**config.mk**
```make
export PLATFORM = sky130hd
export DESIGN_NAME = score_play_scheduler
export DESIGN_NICKNAME = d
export VERILOG_FILES = /design/src/rtl/music_pkg.sv /design/src/rtl/score_request_fifo.sv /design/src/rtl/score_play_scheduler.sv
export SDC_FILE = /design/constraint.sdc
export NUM_CORES = 1
export LEC_CHECK = 0
export ABC_AREA = 1
export ABC_CLOCK_PERIOD_IN_PS = 4100
export CAP_MARGIN = 20
export CELL_PAD_IN_SITES_DETAIL_PLACEMENT = 1
export CELL_PAD_IN_SITES_GLOBAL_PLACEMENT = 1
export CORE_UTILIZATION = 30
export DETAILED_ROUTE_END_ITERATION = 8
export GPL_TIMING_DRIVEN = 0
export PLACE_DENSITY_LB_ADDON = 0.12
export SLEW_MARGIN = 20
export SYNTH_ARGS = -nofsm -noshare
export SYNTH_HDL_FRONTEND = slang
export SYNTH_SLANG_ARGS = --single-unit
```
**constraint.sdc**
```tcl
create_clock -name CLK -period 4.1 [get_ports CLK]
set_input_delay 0.82 -clock CLK [delete_from_list [all_inputs] [get_ports CLK]]
set_output_delay 0.82 -clock CLK [all_outputs]
set_load 0.02 [all_outputs]
```
**src/rtl/music_pkg.sv**
```systemverilog
// Shared constants for the music playback datapath: score width,
// scheduler state encodings and the WAIT_START timeout.
package music_pkg;

    localparam int unsigned ScoreBits   = 2;

    // Cycles the scheduler waits for the reader to leave idle before
    // treating the score as empty.
    localparam int unsigned WaitTimeout = 4;
    localparam int unsigned WaitBits    = $clog2(WaitTimeout);

    localparam logic [2:0] StIdle      = 3'd0;
    localparam logic [2:0] StLaunch    = 3'd1;
    localparam logic [2:0] StWaitStart = 3'd2;
    localparam logic [2:0] StPlaying   = 3'd3;
    localparam logic [2:0] StGap       = 3'd4;

endpackage

```
**src/rtl/score_request_fifo.sv**
```systemverilog
// Request FIFO for queued score indices. Flush has priority over push and
// pop; a push while full is accepted only when a pop frees a slot in the
// same cycle.
module score_request_fifo #(
    parameter int unsigned Depth    = 4,
    parameter int unsigned DataBits = 2
) (
    input  logic                      CLK,
    input  logic                      RESET,
    input  logic                      push,
    input  logic                      pop,
    input  logic                      flush,
    input  logic [DataBits-1:0]       dataIn,
    output logic [DataBits-1:0]       head,
    output logic                      full,
    output logic                      empty,
    output logic [$clog2(Depth):0]    count
);

    localparam int unsigned PtrBits   = $clog2(Depth);
    localparam int unsigned CountBits = PtrBits + 1;

    logic [DataBits-1:0] mem [Depth];
    logic [PtrBits-1:0]  rdPtr;
    logic [PtrBits-1:0]  wrPtr;
    logic                doPush;
    logic                doPop;

    assign empty  = (count == '0);
    assign full   = (count == CountBits'(Depth));
    assign doPop  = pop && !empty;
    assign doPush = push && (!full || doPop);
    assign head   = mem[rdPtr];

    // Storage write; contents need no reset since count gates validity
    always_ff @(posedge CLK) begin
        if (doPush && !flush)
            mem[wrPtr] <= dataIn;
    end

    // Pointer and occupancy bookkeeping
    always_ff @(posedge CLK or negedge RESET) begin
        if (!RESET) begin
            rdPtr <= '0;
            wrPtr <= '0;
            count <= '0;
        end else if (flush) begin
            rdPtr <= '0;
            wrPtr <= '0;
            count <= '0;
        end else begin
            if (doPush)
                wrPtr <= wrPtr + 1'b1;
            if (doPop)
                rdPtr <= rdPtr + 1'b1;
            if (doPush && !doPop)
                count <= count + 1'b1;
            else if (doPop && !doPush)
                count <= count - 1'b1;
        end
    end

endmodule

```
**src/rtl/score_play_scheduler.sv**
```systemverilog
// Sequences queued score-play requests onto the shared music datapath:
// launch, wait for the reader to start, play, silent gap, next request.
// Stop aborts the current score and flushes the queue.
module score_play_scheduler
    import music_pkg::*;
#(
    parameter int unsigned QueueDepth = 4,
    parameter int unsigned GapCycles  = 25000000,
    parameter int unsigned GapBits    = 25
) (
    input  logic                          CLK,
    input  logic                          RESET,
    input  logic                          Request,
    input  logic [ScoreBits-1:0]          ScoreSelectIn,
    input  logic                          Stop,
    input  logic                          EndofScore,
    output logic                          StartPlay,
    output logic [ScoreBits-1:0]          ScoreSelect,
    output logic                          PlayEnable,
    output logic                          ReaderAbort,
    output logic                          Busy,
    output logic [$clog2(QueueDepth):0]   QueueCount,
    output logic                          Dropped
);

    localparam logic [GapBits-1:0] GapLast = GapBits'(GapCycles - 1);

    logic [2:0]           state;
    logic [2:0]           nextState;
    logic [WaitBits-1:0]  waitCnt;
    logic [GapBits-1:0]   gapCnt;
    logic                 gapDone;
    logic                 pop;
    logic                 push;
    logic                 fifoFull;
    logic                 fifoEmpty;
    logic [ScoreBits-1:0] fifoHead;

    // Popping happens exactly on the edge that enters LAUNCH
    assign pop  = (nextState == StLaunch);
    assign push = Request && !Stop;

    score_request_fifo #(
        .Depth    (QueueDepth),
        .DataBits (ScoreBits)
    ) requestFifo (
        .CLK    (CLK),
        .RESET  (RESET),
        .push   (push),
        .pop    (pop),
        .flush  (Stop),
        .dataIn (ScoreSelectIn),
        .head   (fifoHead),
        .full   (fifoFull),
        .empty  (fifoEmpty),
        .count  (QueueCount)
    );

    // Next-state decode; Stop overrides every transition
    always_comb begin
        nextState = state;
        case (state)
            StIdle:
                if (!fifoEmpty)
                    nextState = StLaunch;
            StLaunch:
                nextState = StWaitStart;
            StWaitStart:
                if (!EndofScore)
                    nextState = StPlaying;
                else if (waitCnt == WaitBits'(WaitTimeout - 1))
                    nextState = StGap;
            StPlaying:
                if (EndofScore)
                    nextState = StGap;
            StGap:
                if (gapDone)
                    nextState = fifoEmpty ? StIdle : StLaunch;
            default:
                nextState = StIdle;
        endcase
        if (Stop)
            nextState = StIdle;
    end

    // State register
    always_ff @(posedge CLK or negedge RESET) begin
        if (!RESET)
            state <= StIdle;
        else
            state <= nextState;
    end

    // Cycles spent in WAIT_START, restarted on every entry
    always_ff @(posedge CLK or negedge RESET) begin
        if (!RESET)
            waitCnt <= '0;
        else if (state != StWaitStart)
            waitCnt <= '0;
        else
            waitCnt <= waitCnt + 1'b1;
    end

    // Gap timer: GapCycles counted silent cycles followed by one cycle in
    // which the registered terminal flag makes the launch/idle decision,
    // so the next launch lands GapCycles+1 cycles after GAP is entered.
    always_ff @(posedge CLK or negedge RESET) begin
        if (!RESET) begin
            gapCnt  <= '0;
            gapDone <= 1'b0;
        end else if (Stop || state != StGap) begin
            gapCnt  <= '0;
            gapDone <= 1'b0;
        end else if (gapCnt == GapLast) begin
            gapDone <= 1'b1;
        end else begin
            gapCnt  <= gapCnt + 1'b1;
        end
    end

    // Score index latched from the queue head at launch; Stop leaves it alone
    always_ff @(posedge CLK or negedge RESET) begin
        if (!RESET)
            ScoreSelect <= '0;
        else if (pop)
            ScoreSelect <= fifoHead;
    end

    // Single-cycle abort and overflow pulses
    always_ff @(posedge CLK or negedge RESET) begin
        if (!RESET) begin
            ReaderAbort <= 1'b0;
            Dropped     <= 1'b0;
        end else begin
            ReaderAbort <= Stop && (state != StIdle);
            Dropped     <= Request && !Stop && fifoFull && !pop;
        end
    end

    assign StartPlay  = (state == StLaunch);
    assign PlayEnable = (state == StWaitStart) || (state == StPlaying);
    assign Busy       = (state != StIdle);

endmodule

```
## Word level (Yosys, flattened, before mapping)

Memories as Yosys holds them, arrays and structs flattened. A register that Yosys moved wholly into a read port is not among the register bits.
Index checks and enable logic that the tools add are counted.

| storage, ports and cells | value |
|---|---|
| register bits | 40 |
| bits in writable memories | 8 |
| bits of input ports | 7 |
| output and inout port bits | 10 |
| word-level logic and storage cells | 75 |
| memories kept | 1 |

Memories:

| memory | words | width | rd ports | clocked after memory_dff | wr ports | line | source |
|---|---|---|---|---|---|---|---|
| requestFifo.mem | 4 | 2 | 1 | 1 | 1 | score_request_fifo.sv:23 | `logic [DataBits-1:0] mem [Depth];` |

| cells by class | value |
|---|---|
| add/sub/neg operators | 6 |
| equality and inequality tests | 11 |
| mux-type cells | 22 |
| reductions and logical operators | 26 |

Operator list:

| kind | count |
|---|---|
| 2-to-1 mux 25 bit | 2 |
| 2-to-1 mux 3 bit | 9 |
| adder 25 x 1 -> 25 bit, second input constant | 1 |
| equality test 25 bit, second input constant | 1 |
| case mux 3 bit (5 select lines) | 1 |
| 2-to-1 mux 2 bit | 5 |
| logical AND 1 bit | 9 |
| zero test 1 bit | 7 |
| adder 2 x 1 -> 2 bit, second input constant | 3 |
| equality test 3 x 1 -> 1 bit, second input constant | 2 |
| equality test 3 x 2 -> 1 bit, second input constant | 2 |
| equality test 3 bit, second input constant | 2 |
| zero test 3 bit | 2 |
| nonzero test 2 bit | 3 |
| nonzero test 3 bit | 2 |
| 2-to-1 mux 1 bit | 5 |
| adder 3 x 1 -> 3 bit, second input constant | 1 |
| logical OR 1 bit | 3 |
| inequality test 3 x 2 -> 1 bit, second input constant | 1 |
| inequality test 3 bit, second input constant | 1 |
| subtractor 3 x 1 -> 3 bit, second input constant | 1 |
| equality test 2 bit, second input constant | 1 |
| inequality test 2 bit, second input constant | 1 |

## Depth between registers and ports, before layout

Gate-level depths: netlist (run 1).

| logic depth | value |
|---|---|
| depth in word-level cells | 14 |
| depth in mapped cells | 12 |

## Hierarchy

Synthesis (run 1) repeated with hierarchy kept, for this count alone.

| unflattened totals | value |
|---|---|
| cells, all modules | 389 |
| area, all modules | 2861.5 µm² |

Modules (own cells, without submodules):

| module | times used | cells each | area each (µm²) | sequential area each (µm²) |
|---|---|---|---|---|
| score_play_scheduler | 1 | 299 | 2038.2 | 875.8 |
| score_request_fifo | 1 | 90 | 823.3 | 415.4 |

## Worst setup path after synthesis (run 1)

OpenSTA, ideal clock, no wires.

| path | value |
|---|---|
| kind | input -> register |
| start point | in EndofScore |
| end point | reg requestFifo.count[1] |
| library setup time | 0.122 ns |
| arrival time | 2.048 ns |
| path slack | 1.930 ns |
| cell stages on the path | 11 |
| cell sequence | inv_1 -> nand3_2 -> nand2_2 -> nor2_2 -> nand3_4 -> nand3_4 -> inv_1 -> fa_1 -> nor2_1 -> nand2_1 -> o21ai_1 |

| on the way | value |
|---|---|
| word-level cells in the longest chain between the ends | 10 |

Ends and longest elaborated chain:

| what | line | source |
|---|---|---|
| start, declared | score_play_scheduler.sv:16 | `input logic EndofScore,` |
| 2-to-1 mux 3 bit, on equally long branches | score_play_scheduler.sv:74, score_play_scheduler.sv:69 |  |
| case mux 3 bit (5 select lines) (*) | score_play_scheduler.sv:62 | `case (state)` |
| 2-to-1 mux 3 bit (*) | score_play_scheduler.sv:82 | `if (Stop)` |
| equality test 3 x 1 -> 1 bit (*) | score_play_scheduler.sv:40 | `assign pop = (nextState == StLaunch);` |
| logical AND 1 bit (*) | score_request_fifo.sv:31 | `assign doPop = pop && !empty;` |
| logical OR 1 bit | score_request_fifo.sv:32 | `assign doPush = push && (!full \|\| doPop);` |
| logical AND 1 bit | score_request_fifo.sv:32 |  |
| logical AND 1 bit or zero test 1 bit (tied branches) | score_request_fifo.sv:56, score_request_fifo.sv:58 |  |
| 2-to-1 mux 3 bit or logical AND 1 bit (tied branches) | score_request_fifo.sv:56, score_request_fifo.sv:58 |  |
| 2-to-1 mux 3 bit or nonzero test 3 bit (tied branches) | n/a |  |
| end signal, assigned | score_request_fifo.sv:57 | `count <= count + 1'b1;` |
| end signal, assigned | score_request_fifo.sv:59 | `count <= count - 1'b1;` |
| end, declared | score_request_fifo.sv:17 | `output logic [$clog2(Depth):0] count` |

Every way passes the cells marked *; elsewhere a longest branch is shown, timed or not.
A chain may end at the register's enable or synchronous reset.

## Worst setup path in the final report (run 1)

| path | value |
|---|---|
| start point | in Stop |
| end point | reg requestFifo.count[1] |

| on the way | value |
|---|---|
| word-level cells in the longest chain between the ends | 8 |

Ends and longest elaborated chain:

| what | line | source |
|---|---|---|
| start, declared | score_play_scheduler.sv:15 | `input logic Stop,` |
| 2-to-1 mux 3 bit | score_play_scheduler.sv:82 |  |
| equality test 3 x 1 -> 1 bit | score_play_scheduler.sv:40 |  |
| logical AND 1 bit | score_request_fifo.sv:31 |  |
| logical OR 1 bit | score_request_fifo.sv:32 |  |
| logical AND 1 bit | score_request_fifo.sv:32 |  |
| logical AND 1 bit or zero test 1 bit (tied branches) | score_request_fifo.sv:56, score_request_fifo.sv:58 |  |
| 2-to-1 mux 3 bit or logical AND 1 bit (tied branches) | score_request_fifo.sv:56, score_request_fifo.sv:58 |  |
| 2-to-1 mux 3 bit or nonzero test 3 bit (tied branches) | n/a |  |

Several ways; a longest one is shown, not always the timed one.

==> results.md, run 1 <==
- Status: complete, no violations
- Count of buffer and inverter cells on the critical path: 4
- Clk buf depth: 2
- Clock latency on the worst-skew pair: between 300 and 400 ps
- CP required: 4340 ps
- Number of global-route vias before repair: 2103
- Drt wl/cell: roughly 13 um
- Number of max-cap violations: 0
- Row count: 34
- Initial Util: 30.9%
- Worst EP arrival: 2860 ps
- Syn Inst Count: roughly 300
- CP Capture Type: flop
- Io pins: 17
- Hold Vio Cnt, Final: 0
- Total die area: 0.00932 mm2
- Net Count, Synth: 322
- Max-slew headroom: 59.8%
- Vias: 2071
- Largest net degree at the start of global routing: 26
- DP HPWL: 4610 um
- CTS tree: done
- Layout cells sized above 1: about 14%
- Total Routing Usage GR: 14.2%
- Final setup margin: 1480 ps
- Antenna Cells: 0
- Die Wd: 96.5 um
- Hold Crit Depth: 1
- Nets: 346
- Routability Congestion: approximately 0.73
- Period utilization: 63.9%
- Delay-heaviest family, CP: buffers and inverters
- DR DRC count: 0
- # resized after CTS: 0
- Clock Pin Slew Worst Setup and Hold Paths: approximately 100 ps
- Clk sinks: 50
- Startpoint Class: primary input
- Clk Tree Root Cell: clkbuf_8
- Starting DRT DRC Count: 59
- YS warnings: 0
- Setup bufs post-CTS: 0
- Area delta synth->final: 15.1%
- Via density: ~4.7
- Max-slew violations: 0
- Post-CTS Hold Fix Bufs: 0
- Max FO, Critical Path: 10
- IO Port Bufs: 16
- Post-Syn Area: approximately 0.0027 mm2
- Pre-antenna DRT Iters: 4
- Critical Path Stages: 10
- Die Height: just under 100 um
- Commonest non-fill, non-tap cell in the layout: nand2_1
- FMAX: 382 MHz
- # setup viols final: 0
- Grt total ovfl: 0
- Crit path time final: 2620 ps
- Pwr dens: roughly 440 mW/mm2
- Sequential share of the synthesized area: 48.2%
- Worst R2R Setup Slack: just over 2000 ps
- Dpl ws: 1160 ps
- DRT Wirelength: 5920 um
- R2R cell count: 11
- Hold Crit Class: reg -> reg
- WS Path Type: in -> reg
- Most frequent cells in the layout: 49 x nand2_1, 44 x inv_1, 42 x dfrtp_1
- H-tree Lvls: 2
- Core box area: 0.00868 mm2
- Crit path cell chain: clkdlybuf4s50_1 > inv_2 > nand2_1 > inv_1 > nand3_4 > inv_1 > fa_1 > nor2_1 > nand2_1 > o21ai_1
- Post-route ant nets: 0
- Initial antenna violation count: 0
- Layout Skew: 10.6 ps
- Filler cell count: 1069
- Peak VDD IR: about 0.00014 V
- Count of cell types in the netlist: 36
- Worst Tran Pin Value: between 600 and 700 ps
- Flops & latches, synth: 50
- TNS Setup: 0 ps
- Clock buffer count from CTS: 5
- Leak: 1.28 nW
- Slowest CP cell: clkdlybuf4s50_1
- Syn avg cell area: 8.70 um2
- Setup repair after global routing missed its margin: false
- Max incr delay on CP: around 570 ps
- Global-route wire length before repair: 10100 um
-- path summary, 6_finish.rpt --
path / start / endpoint
max in group asynchronous: RESET / gapCnt[6]$_DFFE_PN0P_
setup reg to reg: requestFifo.count[1]$_DFFE_PN0P_ / requestFifo.count[1]$_DFFE_PN0P_
setup / recovery: Stop / requestFifo.count[1]$_DFFE_PN0P_
hold / removal: waitCnt[0]$_DFF_PN0_ / waitCnt[0]$_DFF_PN0_
hold reg to reg: waitCnt[0]$_DFF_PN0_ / waitCnt[0]$_DFF_PN0_
min in group asynchronous: RESET / gapCnt[17]$_DFFE_PN0P_
-- cell usage after synthesis, drive strengths merged --
| cell | number | share of area [%] |
|---|---|---|
| edfxtp | 8 | 9.0 |
| o21ai | 18 | 3.4 |
| nand2 | 55 | 8.5 |
| nor4 | 3 | 0.70 |
| nand4 | 12 | 3.0 |
| clkbuf | 1 | 0.14 |
| nor3 | 12 | 3.6 |
| dfrtp | 42 | 39 |
| o221a | 1 | 0.42 |
| o22ai | 2 | 0.47 |
| buf | 1 | 0.28 |
| xnor2 | 1 | 0.33 |
| clkinv | 2 | 0.47 |
| a2bb2oi | 1 | 0.33 |
| nand3 | 20 | 6.0 |
| and3 | 2 | 0.47 |
| xor2 | 5 | 1.6 |
| fa | 1 | 0.75 |
| nor2 | 41 | 6.8 |
| ha | 6 | 2.8 |
| a31oi | 4 | 0.93 |
| a21oi | 21 | 4.1 |
| inv | 49 | 6.9 |
-- stage by stage --
step	instances	utilization [%]	hold WS [ps]	power, mW	instance area (um2)
after floorplan	308	-	410	0.912	2680
after global placement	432	34.3	424	1.07	2980
after detailed placement	433	34.5	439	1.08	2990
after CTS	441	35.6	451	1.39	3090
after global routing	441	35.6	462	1.48	3090
final	441	35.6	446	1.37	3090
-- sequential cells by signal, indices dropped and copies added (netlist names) --
name	flops
Dropped	1
ReaderAbort	1
ScoreSelect	2
gapCnt	25
gapDone	1
requestFifo.count	3
requestFifo.mem	8
requestFifo.rdPtr	2
requestFifo.wrPtr	2
state	3
waitCnt	2
-- final cells by class --
class	instances	area (um2)	share of cell area (%)
clock buffers	6	82.6	2.68
clock inverters	2	12.5	0.406
plain buffers	2	11.3	0.365
flip-flops and latches	50	1290	41.8
inverters	51	196	6.37
repair buffers	17	175	5.68
multi-input cells	205	1180	38.3
well taps	108	135	4.38
-- kinds of logic after synthesis --
group | count (synthesis) | synth area share (%)
adder cells (fa/ha/maj) | 7 | 3.55
AND/OR/NAND/NOR | 145 | 29.0
flip-flops | 50 | 48.2
AO/OA/AOI/OAI | 47 | 9.57
buffers and inverters | 53 | 7.75
XOR/XNOR | 6 | 1.96
-- power by group --
part / switching, mW / internal [mW] / leakage (nW)
Clock: 0.174 / 0.136 / 0.0472
Combinational: 0.275 / 0.176 / 0.583
Sequential: 0.0507 / 0.560 / 0.648
Total: 0.499 / 0.872 / 1.28
-- layer usage --
metal,part of all wire [%],global-route usage (%),up-vias
li1,-,-,1059
met1,50,19.6,988
met2,46,22.7,18
met3,2.1,2.35,6
met4,1.4,4.41,0
met5,0,0,-
-- worst register-to-register path: stages, from the launching register on --
cell and delay, ps:
dfrtp_1 400, nor2_1 290, nand2_1 110, nand3_1 110, nand2_1 90, nand3_4 140
nand3_4 130, inv_1 90, fa_1 400, nor2_1 100, nand2_1 60, o21ai_1 60
Power figures use the tool's default switching activity.
==> run 2, diff against run 1 <==
--- a/config.mk
+++ b/config.mk
@@ -6,7 +6,7 @@
 export NUM_CORES = 1
 export LEC_CHECK = 0
 export ABC_AREA = 1
-export ABC_CLOCK_PERIOD_IN_PS = 4100
+export ABC_CLOCK_PERIOD_IN_PS = 2200
 export CAP_MARGIN = 20
 export CELL_PAD_IN_SITES_DETAIL_PLACEMENT = 1
 export CELL_PAD_IN_SITES_GLOBAL_PLACEMENT = 1
==> constraint.sdc (replaced) <==
create_clock -name CLK -period 2.2 [get_ports CLK]
set_input_delay 0.44 -clock CLK [delete_from_list [all_inputs] [get_ports CLK]]
set_output_delay 0.44 -clock CLK [all_outputs]
set_load 0.02 [all_outputs]
==> run 2 against run 1 <==
Compared with the run above: hold slack lost 370 ps; global-route usage stayed put; via count up 0.24%; routed wire length is 0.27% higher; sequential power grew 87%; first-iteration DRC count is 8.5% lower; power grew 89%; clock power rose by 85%; design area rose by 0.97%; worst setup slack got worse by 1300 ps; die area unchanged; final cell count rose by 0.45%; largest cell class unchanged; largest power group unchanged.
==> results.md, run 2 (synthesis results as in run 1) <==
- Die Wd: 96.5 um
- Clk buf depth: 2
- Core box area: 0.00868 mm2
- Crit path cell chain: clkdlybuf4s50_1 > inv_1 > nand3_2 > nand2_2 > nor2_4 > nand3_4 > nand3_4 > inv_1 > fa_1 > nor2_1 > nand2_1 > o21ai_1
- R2R cell count: 11
- Area delta synth->final: 16.2%
- Startpoint Class: primary input
- Worst R2R Setup Slack: 190 ps
- Reg-to-reg endpoint: requestFifo.count[1]$_DFFE_PN0P_
- Worst EP arrival: 2250 ps
- Critical Path Stages: 12
- Clk Tree Root Cell: clkbuf_8
- CP Capture Type: flop
- Max reg flops: 25
- CP Capture Point: requestFifo.count[1]$_DFFE_PN0P_
- Area after DPL: 0.00299 mm2
- FMAX: 488 MHz
- Max FO, Critical Path: 5
- Peak VDD IR: around 0.00027 V
- Delay-heaviest family, CP: simple AND/OR/NAND/NOR gates
- Antenna Cells: 0
- Max incr delay on CP: ~510 ps
- Max-slew headroom: 59.8%
- Setup repair after global routing missed its margin: false
- Reg-to-Reg Start: requestFifo.count[1]$_DFFE_PN0P_
- Drt wl/cell: approximately 13 um
- Commonest non-fill, non-tap cell in the layout: nand2_1
- DR DRC count: 0
- Worst Setup SP: EndofScore
- Count of buffer and inverter cells on the critical path: 3
- Hold Vio Cnt, Final: 0
- WS Path Type: in -> reg
- Routability Congestion: 0.729
- DP HPWL: roughly 4600 um
- Slowest CP cell: clkdlybuf4s50_1
- Total die area: 0.00932 mm2
- Vias: between 2k and 2.5k
- Util after Layout: 35.9%
- Clock Pin Slew Worst Setup and Hold Paths: ~100 ps
- Max-slew violations: 0
- Worst Tran Pin Value: 603 ps
- Die Height: roughly 97 um
- Crit path time final: 2050 ps
- Post-route ant nets: 0
- Layout Skew: 9.65 ps
- Row count: 34
- Most frequent cells in the layout: 49 x nand2_1, 44 x inv_1, 42 x dfrtp_1
- Number of global-route vias before repair: 2103
- Io pins: 17
- TNS Setup: 0 ps
- # setup viols final: 0
- Layout cells sized above 1: 14.9%
- Total Routing Usage GR: 14.2%
- CP required: 2400 ps
- DRT Wirelength: 5940 um
- Leak: 1.31 nW
- Via density: 4.69
- Number of max-cap violations: 0
- Starting DRT DRC Count: 54
- Post-CTS Hold Fix Bufs: 0
- H-tree Lvls: 2
- Clk sinks: 50
- CTS tree: done
- Grt total ovfl: 0
- Initial Util: 30.9%
- Initial antenna violation count: 0
- Clock buffer count from CTS: 5
- Design area: 0.00312 mm2
- Hold Crit Class: in -> async
- Clock latency on the worst-skew pair: 310 ps
- Largest regs: gapCnt x25, requestFifo.mem x8
- Period utilization: 93.1%
- IO Port Bufs: 16
- Global-route wire length before repair: 10100 um
- Largest net degree at the start of global routing: 26
- Status: complete, no violations
- Top reg by flops: gapCnt
- Pre-antenna DRT Iters: 4
- Nets: about 350
- Pwr dens: 832 mW/mm2
## run 2: cell count changes in the layout (fill, tap and decap cells not counted), sizes merged
cell           before  now
dlymetal6s2s        0    2
clkinv              3    4
inv                49   48
clkdlybuf4s50      15   13
buf                 3    5
## run 2: area by class of cell
cell class,instances,area (um2)
clock buffer,6,82.6
clock inverter,2,12.5
timing repair buffer,19,195
sequential,50,1290
multi-input combinational,205,1190
tap,108,135
buffer,2,11.3
inverter,51,201
fill,1068,5560
## run 2: report_power, final
group	total (mW)	internal, mW	switching, mW	leakage [nW]
sequential	1.14	1.04	0.0950	0.648
combinational	0.876	0.354	0.523	0.614
clock	0.575	0.254	0.322	0.0472
total	2.59	1.65	0.939	1.31
## run 2: worst min path at each step
stage / endpoint / slack [ps] / cells after the start
2_1_floorplan: Dropped$_DFF_PN0_ / 140 / 0
3_3_place_gp: waitCnt[0]$_DFF_PN0_ / 420 / 1
3_5_place_dp: gapCnt[5]$_DFFE_PN0P_ / 430 / 1
4_1_cts: gapCnt[21]$_DFFE_PN0P_ / 90 / 1
5_1_grt: gapCnt[7]$_DFFE_PN0P_ / 100 / 1
6_report: gapCnt[17]$_DFFE_PN0P_ / 80 / 1
## run 2: worst reg2reg max path: stages (launching register included)
cell	delay (ps)
dfrtp_1	400
nor2_1	300
nand2_1	110
nand3_1	110
nand2_1	100
nand3_4	110
nand3_4	110
inv_1	90
fa_1	400
nor2_1	100
nand2_1	60
o21ai_1	70
## run 2: metal layers
layer / vias up / GRT usage (%) / share of wire (%)
li1: 1063 / - / -
met1: 989 / 19.6 / 50
met2: 18 / 22.7 / 47
met3: 6 / 2.35 / 2.1
met4: 0 / 4.41 / 1.4
met5: - / 0 / 0
## run 2: repair_timing
| item | 4_1_cts | 5_1_grt |
|---|---|---|
| pin swaps | 0 | 1 |
| setup endpoints to repair | 1 | 3 |
| gates cloned | 0 | 0 |
| resized for setup | 1 | 4 |
| setup buffers | 0 | 2 |
## run 2: through the flow
| stage | hold WS [ps] | total power [mW] | setup slack [ps] | std cells |
|---|---|---|---|---|
| after floorplan | 144 | 1.70 | 311 | 308 |
| after global placement | 424 | 1.99 | -624 | 432 |
| after detailed placement | 427 | 2.01 | -355 | 433 |
| after CTS | 87.1 | 2.60 | 16.2 | 441 |
| after global routing | 102 | 2.79 | 23.8 | 443 |
| final | 78.1 | 2.59 | 151 | 443 |
==> run 3, diff against run 2 <==
--- a/config.mk
+++ b/config.mk
@@ -5,15 +5,15 @@
 export SDC_FILE = /design/constraint.sdc
 export NUM_CORES = 1
 export LEC_CHECK = 0
-export ABC_AREA = 1
 export ABC_CLOCK_PERIOD_IN_PS = 2200
 export CAP_MARGIN = 20
 export CELL_PAD_IN_SITES_DETAIL_PLACEMENT = 1
 export CELL_PAD_IN_SITES_GLOBAL_PLACEMENT = 1
 export CORE_UTILIZATION = 30
+export CTS_BUF_LIST = sky130_fd_sc_hd__clkbuf_4 sky130_fd_sc_hd__clkbuf_8
 export DETAILED_ROUTE_END_ITERATION = 8
 export GPL_TIMING_DRIVEN = 0
-export PLACE_DENSITY_LB_ADDON = 0.12
+export PLACE_DENSITY_LB_ADDON = 0.15
 export SLEW_MARGIN = 20
 export SYNTH_ARGS = -nofsm -noshare
 export SYNTH_HDL_FRONTEND = slang
==> run 3 against run 2 <==
Compared with the run above: routed wire length increased by 9.7%; the flow now finishes with violations (setup timing); non-clock buffer count up 15; clock-buffer cell count decreased by 1; maximum frequency is 17% lower; first-iteration DRC count unchanged; register-to-register slack lost 450 ps; power increased by 7.4%; via count is 3.2% higher; global-route usage is 1.6 points higher.
==> results.md, run 3 <==
- Util after Layout: between 30% and 40%
- Top-area cell type share of the netlist area: 39.7%
- Die Wd: 95.9 um
- Grt total ovfl: 0
- Synth Area in Compound Gates: a little over a tenth
- Area leader, netlist: dfrtp_1
- Post-CTS Hold Fix Bufs: 0
- CP required: 2430 ps
- Clock buffer count from CTS: 5
- Total die area: approximately 0.009 mm2
- Setup repair after global routing missed its margin: true
- Post-synthesis simple-gate area fraction: 26.0%
- Count of cell types in the netlist: 44
- Hold Crit Class: in -> async
- Fraction of registers with async set/reset: 84.0%
- Clock Pin Slew Worst Setup and Hold Paths: 100 ps
- Total power: 2.78 mW
- Post-synth EDFFs: 8
- Period utilization: 112%
- Flops & latches, synth: 50
- Starting DRT DRC Count: 54
- Count leader, synth: dfrtp_1
- Hold Vio Cnt, Final: 0
- Nets: between 300 and 400
- Global-route wire length before repair: 11100 um
- Pwr dens: 864 mW/mm2
- Post-Syn Area: 0.00265 mm2
- Final setup margin: -257 ps
- Layout Skew: roughly 6.6 ps
- Initial antenna violation count: 0
- Crit path time final: 2460 ps
- WS Path Type: reg -> reg
- Commonest non-fill, non-tap cell in the layout: dfrtp_1
- Routability Congestion: 0.765
- Max reg flops: 25
- Failing checks: setup timing
- Max FO, Critical Path: 4
- Antenna Cells: 0
- DP HPWL: 4550 um
- Max-slew violations: 0
- Number of max-cap violations: 0
- Pre-antenna DRT Iters: 4
- Die Height: roughly 96 um
- Area delta synth->final: 21.8%
- TNS Setup: -439 ps
- Total Routing Usage GR: 15.8%
- Syn Inst Count: 266
- Most frequent cells in the layout: 39 x dfrtp_1, 18 x nor2_1, 18 x a21oi_1
- YS warnings: 0
- Max-slew headroom: about three fifths
- Row count: 33
- Peak VDD IR: 0.000348 V
- Syn avg cell area: just under 10 um2
- Reg area: 0.00129 mm2
- Clock latency on the worst-skew pair: 310 ps
- H-tree Lvls: 2
- Worst EP arrival: 2690 ps
- FMAX: 407 MHz
- CP Capture Type: flop
- Synth Flop Type: dfrtp_1
- IO Port Bufs: 16
- Dpl ws: -846 ps
- Main combinational cell family by area after synthesis: simple AND/OR/NAND/NOR gates
- Worst Tran Pin Value: between 500 and 600 ps
- Drt wl/cell: 16.0 um
- Status: complete, but fails checks
- Layout cells sized above 1: 16.9%
- Largest net degree at the start of global routing: 26
- CTS tree: done
- Top post-synthesis cells by area: dfrtp_1 40%, edfxtp_1 9.1%, or3_1 4.0%
- Net Count, Synth: 280
- Vias: 2142
- Number of global-route vias before repair: 2147
- Filler cell count: 965
- Initial Util: between 30% and 40%
- Sequential share of the synthesized area: 48.8%
- Clk Tree Root Cell: clkbuf_8
- Area after DPL: 0.00297 mm2
- Post-synthesis mux area share: roughly 5.2%
- Top reg by flops: gapCnt
- Core box area: between 0.008 and 0.009 mm2
- Clk sinks: 50
- Post-Synth XOR/XNOR Area: ~3.0%
- Io pins: 17
- Synth top cells by count: 42 x dfrtp_1, 20 x nor2_1, 18 x a21oi_1, 17 x nand2_1, 17 x or3_1
- Synth Area in Adders: 3.59%
- Area of the multi-input gates: 0.00134 mm2
- DRT Wirelength: 6510 um
- Startpoint Class: flop
- DR DRC count: 0
- # setup viols final: 2
- Largest regs: gapCnt x25, requestFifo.mem x8
- Post-route ant nets: 0
- Via density: 5.26
- Clk buf depth: 2
- Design area: between 0.003 and 0.004 mm2
- Leak: 1.25 nW
run 3: worst max-delay path, stage by stage, from the launching register on:
cell      delay, ps
dfrtp_2         440
or2_4           240
o211ai_1        260
nor2b_4         220
nor2b_4         160
fa_2            450
or4_4           420
a211oi_2        180
run 3: power by group:
part / leakage, nW / switching, mW / internal (mW)
registers: 0.644 / 0.106 / 1.04
clock network: 0.0504 / 0.338 / 0.339
logic: 0.560 / 0.481 / 0.483
total: 1.25 / 0.925 / 1.86
run 3: layout make-up:
type,instances,area share [%]
Multi-Input combinational cell,196,41.5
Buffer,7,1.20
Clock buffer,5,2.14
Sequential cell,50,40.2
Clock inverter,3,1.40
Inverter,12,1.40
Timing Repair Buffer,29,8.11
Tap cell,105,4.08
run 3: what timing repair did:
item,in CTS,in global routing
endpoints found under the setup margin,12,7
gates resized for setup,17,9
pin swaps,1,1
buffers inserted,11,1
endpoints found under the hold margin,0,0
run 3: layer usage:
layer / GRT usage (%) / wire [um]
met4: 4.10 / 70
met3: 2.84 / 106
met1: 22.5 / 3270
met5: 0 / 0
met2: 24.8 / 3060
run 3: kinds of logic (layout without fill, tap and decap cells):
group,Yosys count,after routing
compound gates,48,48
mux,11,11
xor+xnor,9,9
fa+ha+maj,7,7
simple gates,121,121
buf+inv,20,56
flops,50,50
run 3: worst paths after layout:
check	from	endpoint	slack, ps	cells past startpoint
max	state[0]$_DFF_PN0_	requestFifo.count[1]$_DFFE_PN0P_	-260	7
min	RESET	waitCnt[0]$_DFF_PN0_	70	1
max reg2reg	state[0]$_DFF_PN0_	requestFifo.count[1]$_DFFE_PN0P_	-260	7
min reg2reg	waitCnt[0]$_DFF_PN0_	waitCnt[0]$_DFF_PN0_	450	1
max in group asynchronous	RESET	gapCnt[24]$_DFFE_PN0P_	1630	2
min in group CLK	waitCnt[0]$_DFF_PN0_	waitCnt[0]$_DFF_PN0_	450	1
run 3: per-stage QoR:
step,hold slack [ps],cells
floorplan,144,266
global placement,430,387
detailed placement,421,388
CTS,76.6,406
global route,87.8,407
finish,65.9,407
